===== config.mk =====
export PLATFORM = sky130hd
export DESIGN_NAME = button_event_arbiter
export DESIGN_NICKNAME = d
export VERILOG_FILES = /design/src/rtl/button_event_arbiter.sv
export SDC_FILE = /design/constraint.sdc
export NUM_CORES = 1
export LEC_CHECK = 0
export BUFFER_PORTS_ARGS = -buffer_cell sky130_fd_sc_hd__buf_2
export CORE_UTILIZATION = 40
export CTS_BUF_LIST = sky130_fd_sc_hd__clkbuf_2 sky130_fd_sc_hd__clkbuf_4 sky130_fd_sc_hd__clkbuf_8
export CTS_CLUSTER_SIZE = 20
export DETAILED_ROUTE_END_ITERATION = 10
export SYNTH_ARGS = -nofsm -noshare
export SYNTH_HDL_FRONTEND = slang
export SYNTH_SLANG_ARGS = --single-unit

===== constraint.sdc =====
create_clock -name clk_in -period 2.02 [get_ports clk_in]
set_input_delay 0.303 -clock clk_in [delete_from_list [all_inputs] [get_ports clk_in]]
set_output_delay 0.303 -clock clk_in [all_outputs]
set_load 0.02 [all_outputs]

===== src/rtl/button_event_arbiter.sv =====
// button_event_arbiter: per-channel synchronizer + debounced rising-edge
// detector, merged into one valid/ready event stream by a round-robin arbiter.
`timescale 1ns/1ps
module button_event_arbiter #(
   parameter int NUM_BTN        = 4,
   parameter int LOCKOUT_CYCLES = 15_000_000,
   parameter int SYNC_STAGES    = 2
) (
   input  logic                       clk_in,
   input  logic                       rst_n_in,
   input  logic [NUM_BTN-1:0]         btn_in,
   input  logic                       evt_ready_in,
   input  logic                       clear_overflow_in,
   output logic                       evt_valid_out,
   output logic [$clog2(NUM_BTN)-1:0] evt_id_out,
   output logic [NUM_BTN-1:0]         busy_out,
   output logic                       evt_overflow_out
);

   localparam int ID_W  = $clog2(NUM_BTN);
   localparam int CNT_W = $clog2(LOCKOUT_CYCLES + 1);
   localparam logic [CNT_W-1:0] CNT_LAST = CNT_W'(LOCKOUT_CYCLES - 1);
   localparam logic [CNT_W-1:0] CNT_ONE  = CNT_W'(1);
   localparam logic [ID_W-1:0]  RR_INIT  = ID_W'(NUM_BTN - 1);

   typedef enum logic {IDLE, LOCK} ch_state_t;

   logic [NUM_BTN-1:0] sync_q [SYNC_STAGES];
   logic [NUM_BTN-1:0] sync_d [SYNC_STAGES];
   ch_state_t          state_q [NUM_BTN];
   ch_state_t          state_d [NUM_BTN];
   logic [CNT_W-1:0]   cnt_q [NUM_BTN];
   logic [CNT_W-1:0]   cnt_d [NUM_BTN];
   logic [NUM_BTN-1:0] prev_q, prev_d;
   logic [NUM_BTN-1:0] pend_q, pend_d;
   logic [NUM_BTN-1:0] busy_q, busy_d;
   logic [NUM_BTN-1:0] rise, grant;
   logic               valid_q, valid_d;
   logic               ovf_q, ovf_d;
   logic [ID_W-1:0]    id_q, id_d;
   logic [ID_W-1:0]    rr_q, rr_d;
   logic [ID_W-1:0]    gnt_idx;
   logic               free, found;

   // Channel index "step" positions after base, wrapping at NUM_BTN.
   function automatic logic [ID_W-1:0] rr_idx(input logic [ID_W-1:0] base, input int step);
      return ID_W'((int'(base) + step) % NUM_BTN);
   endfunction

   // Synchronizer shift chain, one column per channel.
   always_comb begin
      sync_d[0] = btn_in;
      for (int s = 1; s < SYNC_STAGES; s++) sync_d[s] = sync_q[s-1];
   end

   // Per-channel edge detect and lockout FSM; prev is forced high in LOCK so a
   // level still held at the end of lockout needs a low before it can retrigger.
   always_comb begin
      for (int i = 0; i < NUM_BTN; i++) begin
         rise[i]    = 1'b0;
         state_d[i] = state_q[i];
         cnt_d[i]   = cnt_q[i];
         prev_d[i]  = prev_q[i];
         case (state_q[i])
            IDLE: begin
               if (sync_q[SYNC_STAGES-1][i] && !prev_q[i]) begin
                  rise[i]    = 1'b1;
                  state_d[i] = LOCK;
                  cnt_d[i]   = CNT_ONE;
               end else begin
                  prev_d[i] = sync_q[SYNC_STAGES-1][i];
               end
            end
            default: begin
               prev_d[i] = 1'b1;
               if (cnt_q[i] == CNT_LAST) begin
                  cnt_d[i]   = '0;
                  state_d[i] = IDLE;
               end else begin
                  cnt_d[i] = cnt_q[i] + CNT_ONE;
               end
            end
         endcase
         busy_d[i] = (state_d[i] == LOCK);
      end
   end

   // Round-robin grant into the output register, pending bits and sticky overflow.
   always_comb begin
      free    = !valid_q || evt_ready_in;
      found   = 1'b0;
      gnt_idx = rr_q;
      for (int k = 1; k <= NUM_BTN; k++) begin
         if (!found && pend_q[rr_idx(rr_q, k)]) begin
            found   = 1'b1;
            gnt_idx = rr_idx(rr_q, k);
         end
      end
      grant = '0;
      if (free && found) grant[gnt_idx] = 1'b1;
      // A rise landing on the cycle its own pending bit is granted re-arms it cleanly.
      pend_d  = (pend_q & ~grant) | rise;
      ovf_d   = (|(rise & pend_q & ~grant)) | (ovf_q & ~clear_overflow_in);
      valid_d = valid_q;
      id_d    = id_q;
      rr_d    = rr_q;
      if (free) begin
         if (found) begin
            valid_d = 1'b1;
            id_d    = gnt_idx;
            rr_d    = gnt_idx;
         end else begin
            valid_d = 1'b0;
         end
      end
   end

   // State registers; RR pointer resets to the last channel so channel 0 wins first.
   always_ff @(posedge clk_in or negedge rst_n_in) begin
      if (!rst_n_in) begin
         for (int s = 0; s < SYNC_STAGES; s++) sync_q[s] <= '0;
         for (int i = 0; i < NUM_BTN; i++) begin
            state_q[i] <= IDLE;
            cnt_q[i]   <= '0;
         end
         prev_q  <= '0;
         pend_q  <= '0;
         busy_q  <= '0;
         valid_q <= 1'b0;
         ovf_q   <= 1'b0;
         id_q    <= '0;
         rr_q    <= RR_INIT;
      end else begin
         for (int s = 0; s < SYNC_STAGES; s++) sync_q[s] <= sync_d[s];
         for (int i = 0; i < NUM_BTN; i++) begin
            state_q[i] <= state_d[i];
            cnt_q[i]   <= cnt_d[i];
         end
         prev_q  <= prev_d;
         pend_q  <= pend_d;
         busy_q  <= busy_d;
         valid_q <= valid_d;
         ovf_q   <= ovf_d;
         id_q    <= id_d;
         rr_q    <= rr_d;
      end
   end

   assign evt_valid_out    = valid_q;
   assign evt_id_out       = id_q;
   assign busy_out         = busy_q;
   assign evt_overflow_out = ovf_q;

endmodule

# Yosys cells after proc, flatten, opt, wreduce, memory -nomap -nowiden
# Index checks and enable logic that the tools add are counted.
# totals
word_cells	130
rom_bits	0
out_inout_bits	8
reg_bits	126
ram_bits	0
latchBits	0
input_bits	8
memories	0
# classes
div	0
n_reduce_logical	24
n_mux	56
n_mul	0
bitwise	8
add_sub_neg	8
eq_ne	8
n_lt_le_gt_ge	6
n_shift	0
# op_table
op	n
$mux W24	12
$add A24 B1 Y24 const B	4
$eq A24 B24 Y1 const B	4
$mux W1	34
$lt A2 B3 Y1 const B	5
$and A4 B4 Y4	3
$logic_and A1 B1 Y1	9
$bmux W1 S2	4
$logic_not A1 Y1	8
$mux W2	4
$ne A2 B2 Y1 const B	4
$reduce_bool A2 Y1	4
$add A2 B1 Y2 const B	2
$add A2 B2 Y2 const B	2
$mux W4	1
$not A4 Y4	1
$or A4 B4 Y4	1
$reduce_or A4 Y1	1
$demux W1 S2	1
$ge A2 B1 Y1 const B	1
$reduce_and A2 Y1	1
$and A1 B1 Y1	1
$logic_or A1 B1 Y1	1
$not A1 Y1	1
$or A1 B1 Y1	1

# Longest topological paths before layout
# Gate-level depths: netlist of the first run.
# depth
depth_word	22
ltp_mapped	8
mapped_depth_nobuf	6

# Worst setup path before layout of the first run
# No wires, ideal clock.
# synth_path
path_type	reg-to-reg
from	register cnt_q[72] (netlist name)
to	register cnt_q[93] (netlist name)
path_slack_ns	-0.085
arrival_time_ns	1.984
stages_incl_launch_ff	8
n_path_buf	1
required_time_ns	1.899
cell_sequence	dfrtp_1 > ha_1 > nand3_2 > or3_1 > o41a_1 > buf_6 > a21o_1 > a22o_1
# synth_via
elab_chain_len	3
word_cells_on_any_way	4
cone_classes	add/sub: 1; eq/ne: 1; mux: 2
# synth_lines
element	line	rtl
from (decl)	32	logic [CNT_W-1:0] cnt_q [NUM_BTN];
from (signal, indexed assignment)	137	cnt_q[i] <= cnt_d[i];
$add A24 B1 Y24 or $eq A24 B24 Y1 (tied branches)	80, 76	
$mux W24 *	76	if (cnt_q[i] == CNT_LAST) begin
$mux W24 *	64	case (state_q[i])
# Every way passes the cells marked *; elsewhere a longest branch is shown, timed or not.
# A chain may end at the register's enable or synchronous reset.

# Worst setup path after layout of the first run
# layout_path
from	register cnt_q[8] (netlist name)
to	register cnt_q[3] (netlist name)
# layout_via
elab_chain_len	3
# layout_lines
element	line
$eq A24 B24 Y1	76
$mux W24	76
$mux W24	64
# Every way passes these cells.

==> flow_summary.toml, run 1 <==
[sta]
tightest_slew_ns = 0.872
finalSetupViolations = 0
rsz0062_at_grt = "true"
maxSlewViolCount = 0
period_minus_slack_ns = 1.99
relSlewSlack = 0.416
post-route-period-util = 0.983
max_freq_ghz = 0.504
finalWorstSetupSlack_ns = 0.0342
fin_skew_ns = 0.00859
hold_viol_final = 0
fin_setup_tns_ns = 0

[hold_path]
hold_class = "in -> reg"
hold_start = "evt_ready_in"
min_path_cells = 3
hold_path_end = "evt_valid_out$_DFFE_PN0P_"

[route]
drc = 0
wire_per_inst_um = 15.8
ant_nets = 0
via_count = 6087
first_iter_violations = 399
wl_um = 16700
routed-wl-met2_um = 8030
firstDrtPassIters = 5
wl_met1_um = 7780
highest_layer = "met4"
avgViaCountPerCell = 5.77
wl_met3_um = 636

[yosys]
syn_area_um2 = 6550
ys_seq_elements = 122
synth_area_leader_cell = "dfrtp_1"
synthTopCellsByArea = "dfrtp_1 46%, a31oi_1 4.5%, nand2_1 3.9%, a21oi_1 3.8%, nand3_1 3.5%"
synthTopCellsByCount = "120 x dfrtp_1, 68 x nand2_1, 50 x a21oi_1"
yosysTopAreaCellShare = 0.459
synthArstFlopShare = 1.00
yosysSeqAreaShare = 0.467
mappedNetlistNets = 721
synth.most_common_cell = "dfrtp_1"
synth_warnings = 0
postSynthAreaPerCell_um2 = 9.23
syn_inst = 709
synthFlopType = "dfrtp_1"
ys_types = 64
synth_edf_count = 0

[die]
io-pin-count = 16
rows = 46
coreArea_um2 = 15900
die_width_um = 130
die-area_um2 = 16900
die_h_um = 130
initial_core_util = 0.411

[global_routing]
grt_max_degree = 40
grt_pass1_wl_um = 27000
grt_usage = 0.203
antenna_found_initial = 0
grt_overflow = 0
grt_pass1_vias = 5666

[worst_setup_path]
crit_required_ns = 2.36
r2r_cells = 6
critPathCaptureType = "flop"
rr_endpoint = "cnt_q[3]$_DFFE_PN0P_"
crit_arrival_ns = 2.33
startpoint_type = "flop"
path_class = "reg -> reg"
r2r_start = "cnt_q[8]$_DFFE_PN0P_"
critPathMaxFanout = 7
r2r_setup_slack_ns = 0.03

[finish]
stdcell_area_um2 = 8400
diodes = 0
nNetsFinal = 838
fin_cells = 1055
drive_gt1_frac = 0.253
area_delta_synth_final_pct = 28.4
fillers = 1459

[clock_tree]
clkTransAtPathRegs_ns = 0.08
clk_latency_ns = 0.45
clkSinkCount = 122
cts_tree = "built"
cts.path.max_buffers = 2
cts-root-buf = "clkbuf_8"
cts_htree_levels = 4
numCtsBuffers = 17

[pwr]
p_per_area_nw_per_um2 = 911
power_frac_seq = 0.406
power_switching_mw = 2.57
combPwrFrac = 0.290
swShare = 0.336
internal-power_mw = 5.08
clkPwrFrac = 0.303
ir_worst_vdd_uv = 616
leakage_nw = 3.61

[place]
port_buffers = 15
placed_cells = 1000
placed_area_um2 = 7510
dp_hpwl_um = 11000
dp_worst_setup_slack_ns = -0.0198
place_congestion = 0.850

[run_status]
status = "complete, no violations"

[run]
maxCapViolCount = 0
[layer usage]
layer / track usage / vias up
met5: 0 / -
met4: 0.0766 / 0
met3: 0.0451 / 23
met2: 0.324 / 146
met1: 0.269 / 2970
li1: - / 2948
[registers in the layout, indices dropped and copies added, names as in the netlist]
register / cells
sync_q: 4
sync_d: 4
busy_out: 4
evt_id_out: 2
cnt_q: 96
prev_q: 4
evt_valid_out: 1
rr_q: 2
pend_q: 4
evt_overflow_out: 1
[final cells by class]
cell class	instances	area [µm²]	share of cell area
sequential	122	3060	0.364
tap	216	270	0.0322
multi-input combinational	533	3470	0.413
inverter	23	86.3	0.0103
clock inverter	14	171	0.0204
clock buffer	18	248	0.0295
timing repair buffer	129	1100	0.131
[how the worst max path moves through the flow]
stage / start / end / slack [ns]
final: cnt_q[8]$_DFFE_PN0P_ / cnt_q[3]$_DFFE_PN0P_ / 0.03
after detailed placement: cnt_q[0]$_DFFE_PN0P_ / cnt_q[16]$_DFFE_PN0P_ / -0.02
after CTS: cnt_q[0]$_DFFE_PN0P_ / cnt_q[9]$_DFFE_PN0P_ / 0.003
after global placement: cnt_q[67]$_DFFE_PN0P_ / cnt_q[63]$_DFFE_PN0P_ / 0.003
after floorplan: cnt_q[0]$_DFFE_PN0P_ / cnt_q[1]$_DFFE_PN0P_ / 0.008
after global routing: cnt_q[41]$_DFFE_PN0P_ / cnt_q[38]$_DFFE_PN0P_ / -0.07
[what timing repair did]
item                                    in CTS  in global routing
endpoints found under the setup margin      15                 49
hold buffers                                 5                  0
buffers inserted                             6                  7
resized for setup                            8                 35
pin swaps                                    6                 10
cloned                                       0                  5
endpoints found under the hold margin       26                  0
[critical path, cell delays in order (launching register included)]
cell and delay, ns:
dfrtp_1 0.48, nand2_1 0.12, or4_4 0.59, o21a_4 0.27, buf_6 0.12, a21o_1 0.14, a22o_1 0.17
[layout by cell type (no fill, tap or decap), types with 4 or more instances in the layout]
master and count:
mux2i_1 14, nand3_1 46, a41oi_1 5, nor4_2 7, a31o_2 4, a41oi_2 6, dfrtp_1 120, clkbuf_8 18
dlygate4sd3_1 5, a22o_1 10, o21ai_0 34, inv_1 22, nand2b_1 22, nor4_1 8, buf_4 95, nor2b_1 10
o21ai_1 8, buf_2 15, a21oi_2 7, a21o_1 17, o211ai_1 5, nor2_1 32, nor3b_1 6, buf_12 6
nand4_1 29, buf_6 4, a21oi_1 43, a31oi_1 45, nand2_1 67, nor3_1 12, o31ai_1 5, and3_1 18
clkinvlp_4 6, clkbuf_16 4
[power by group through the flow]
stage               clock network [mW]  logic, mW  registers, mW
finish                            2.32       2.22           3.11
global route                      2.49       2.48           3.16
CTS                               2.39       2.07           3.10
detailed placement                   0       1.96           3.14
global placement                     0       1.91           3.12
floorplan                            0       1.21           3.14
[metrics by stage]
stage / utilization / total power [mW] / hold WS (ns)
after floorplan: - / 4.35 / 0.00741
after global placement: 0.471 / 5.02 / 0.253
after detailed placement: 0.471 / 5.09 / 0.248
after CTS: 0.506 / 7.56 / 0.159
after global routing: 0.527 / 8.13 / 0.178
final: 0.527 / 7.66 / 0.185
[kinds of logic (layout without fill, tap and decap cells)]
kind of cell               after synthesis  after routing  synth area share
AOI/OAI and AO/OA                      220            221             0.218
adders and majority gates                4              4           0.00765
buffers and inverters                   55            184            0.0388
DFF                                    122            122             0.467
and+or+nand+nor                        294            294             0.247
muxes                                   14             14            0.0214
(Power assumes the default switching activity.)
==> run 2: changes to the inputs <==
BUFFER_PORTS_ARGS = -buffer_cell sky130_fd_sc_hd__buf_4   (was -buffer_cell sky130_fd_sc_hd__buf_2)
==> run 2 against run 1 <==
  * Core utilization down 0.24 points
  * Clock skew up 0.0011 ns
  * Cell area down 0.45%
  * Largest cell class unchanged
  * Highest routed layer unchanged
==> flow_summary.toml, run 2 (synthesis results as in run 1) <==
[global_routing]
grt_pass1_wl_um = 27400
antenna_found_initial = 0
grt_overflow = 0
grt_max_degree = 39
grt_usage = 0.206
grt_pass1_vias = 5717

[die]
die_h_um = 130
initial_core_util = 0.411
io-pin-count = 16
die_width_um = 130
die-area_um2 = 16900
rows = 46
coreArea_um2 = 15900

[finish]
top_register = "cnt_q"
stdcell_area_um2 = 8360
largest_reg_flops = 96
area_delta_synth_final_pct = 27.8
fin_cells = 1053
drive_gt1_frac = 0.253
diodes = 0
nNetsFinal = 836
mostFrequentLayoutCell = "dfrtp_1"
layout_common_cells = "118 x dfrtp_1, 108 x buf_4, 66 x nand2_1"

[sta]
finalSetupViolations = 0
maxSlewViolCount = 0
post-route-period-util = 0.997
tightest_slew_ns = 0.917
fin_setup_tns_ns = 0
fin_skew_ns = 0.00970
hold_viol_final = 0
rsz0062_at_grt = "true"
max_freq_ghz = 0.497
period_minus_slack_ns = 2.01
hold_ws_ns = 0.152
relSlewSlack = 0.386

[clock_tree]
cts_htree_levels = 4
clk_latency_ns = 0.45
cts_tree = "built"
numCtsBuffers = 17
clkTransAtPathRegs_ns = 0.08
cts.path.max_buffers = 2
cts-root-buf = "clkbuf_8"
clkSinkCount = 122

[place]
placed_area_um2 = 7570
placed_cells = 1003
port_buffers = 15
place_congestion = 0.830
dp_hpwl_um = 11100

[route]
avgViaCountPerCell = 5.75
firstDrtPassIters = 5
first_iter_violations = 345
drc = 0
wire_per_inst_um = 15.6
wl_um = 16400
via_count = 6059
ant_nets = 0

[worst_setup_path]
crit_required_ns = 2.36
startpoint_type = "flop"
critPathMaxFanout = 6
r2r_setup_slack_ns = 0.006
path_class = "reg -> reg"
crit_arrival_ns = 2.35
critPathCaptureType = "flop"

[pwr]
total_power_mw = 7.53
p_per_area_nw_per_um2 = 900
ir_worst_vdd_uv = 569
leakage_nw = 3.59

[run_status]
status = "complete, no violations"

[run]
maxCapViolCount = 0

[hold_path]
hold_class = "in -> reg"
[run 2: cell types whose count changed in the layout (fill, tap and decap cells not counted), moves of 3 or more]
cell,previous run,this run
buf_2,15,2
buf_4,95,108
clkinvlp_4,6,2
clkinv_4,1,4
[run 2: routing by layer]
layer / share of wire / track usage
met5: 0 / 0
met2: 0.47 / 0.331
met4: 0.015 / 0.0903
met3: 0.033 / 0.0406
met1: 0.48 / 0.270
[run 2: worst paths after layout]
path,to,cells past startpoint,start
setup / recovery,cnt_q[95]$_DFFE_PN0P_,7,cnt_q[72]$_DFFE_PN0P_
hold / removal,evt_valid_out$_DFFE_PN0P_,3,evt_ready_in
setup reg to reg,cnt_q[95]$_DFFE_PN0P_,7,cnt_q[72]$_DFFE_PN0P_
hold reg to reg,sync_q[3]$_DFF_PN0_,0,sync_d[3]$_DFF_PN0_
max in group asynchronous,cnt_q[92]$_DFFE_PN0P_,3,rst_n_in
min in group asynchronous,cnt_q[2]$_DFFE_PN0P_,2,rst_n_in
[run 2: final cells by class]
cell class	instances	area [µm²]
Clock buffer	18	248
Inverter	23	86.3
Sequential cell	122	3060
Timing Repair Buffer	127	1080
Multi-Input combinational cell	533	3480
Tap cell	216	270
Fill cell	1450	7580
Clock inverter	14	148
[run 2: worst max-delay path, cell delays in order, from the launching register on]
cell and delay, ns:
dfrtp_1 0.36, ha_2 0.19, nand3_2 0.08, or3_4 0.38, o41a_1 0.36, buf_6 0.16, a21o_1 0.17, a22o_1 0.20
[run 2: power breakdown]
group          switching (mW)  total, mW  internal (mW)
registers               0.333       3.11           2.78
logic                    1.17       2.23           1.06
clock network            1.05       2.19           1.13
[run 2: timing repair]
action / CTS / global route
endpoints found under the hold margin: 36 / 0
gates cloned: 1 / 4
hold buffers: 5 / 0
resized for setup: 5 / 42
pin swaps: 3 / 13
endpoints found under the setup margin: 21 / 47
setup buffers: 3 / 5
[run 2: per-stage QoR]
| step | worst slack [ns] | util |
|---|---|---|
| CTS | 0.00164 | 0.507 |
| finish | 0.00596 | 0.525 |
| floorplan | 0.00775 | - |
| global route | -0.0923 | 0.525 |
| detailed placement | -0.0362 | 0.475 |
| global placement | 0.0286 | 0.475 |
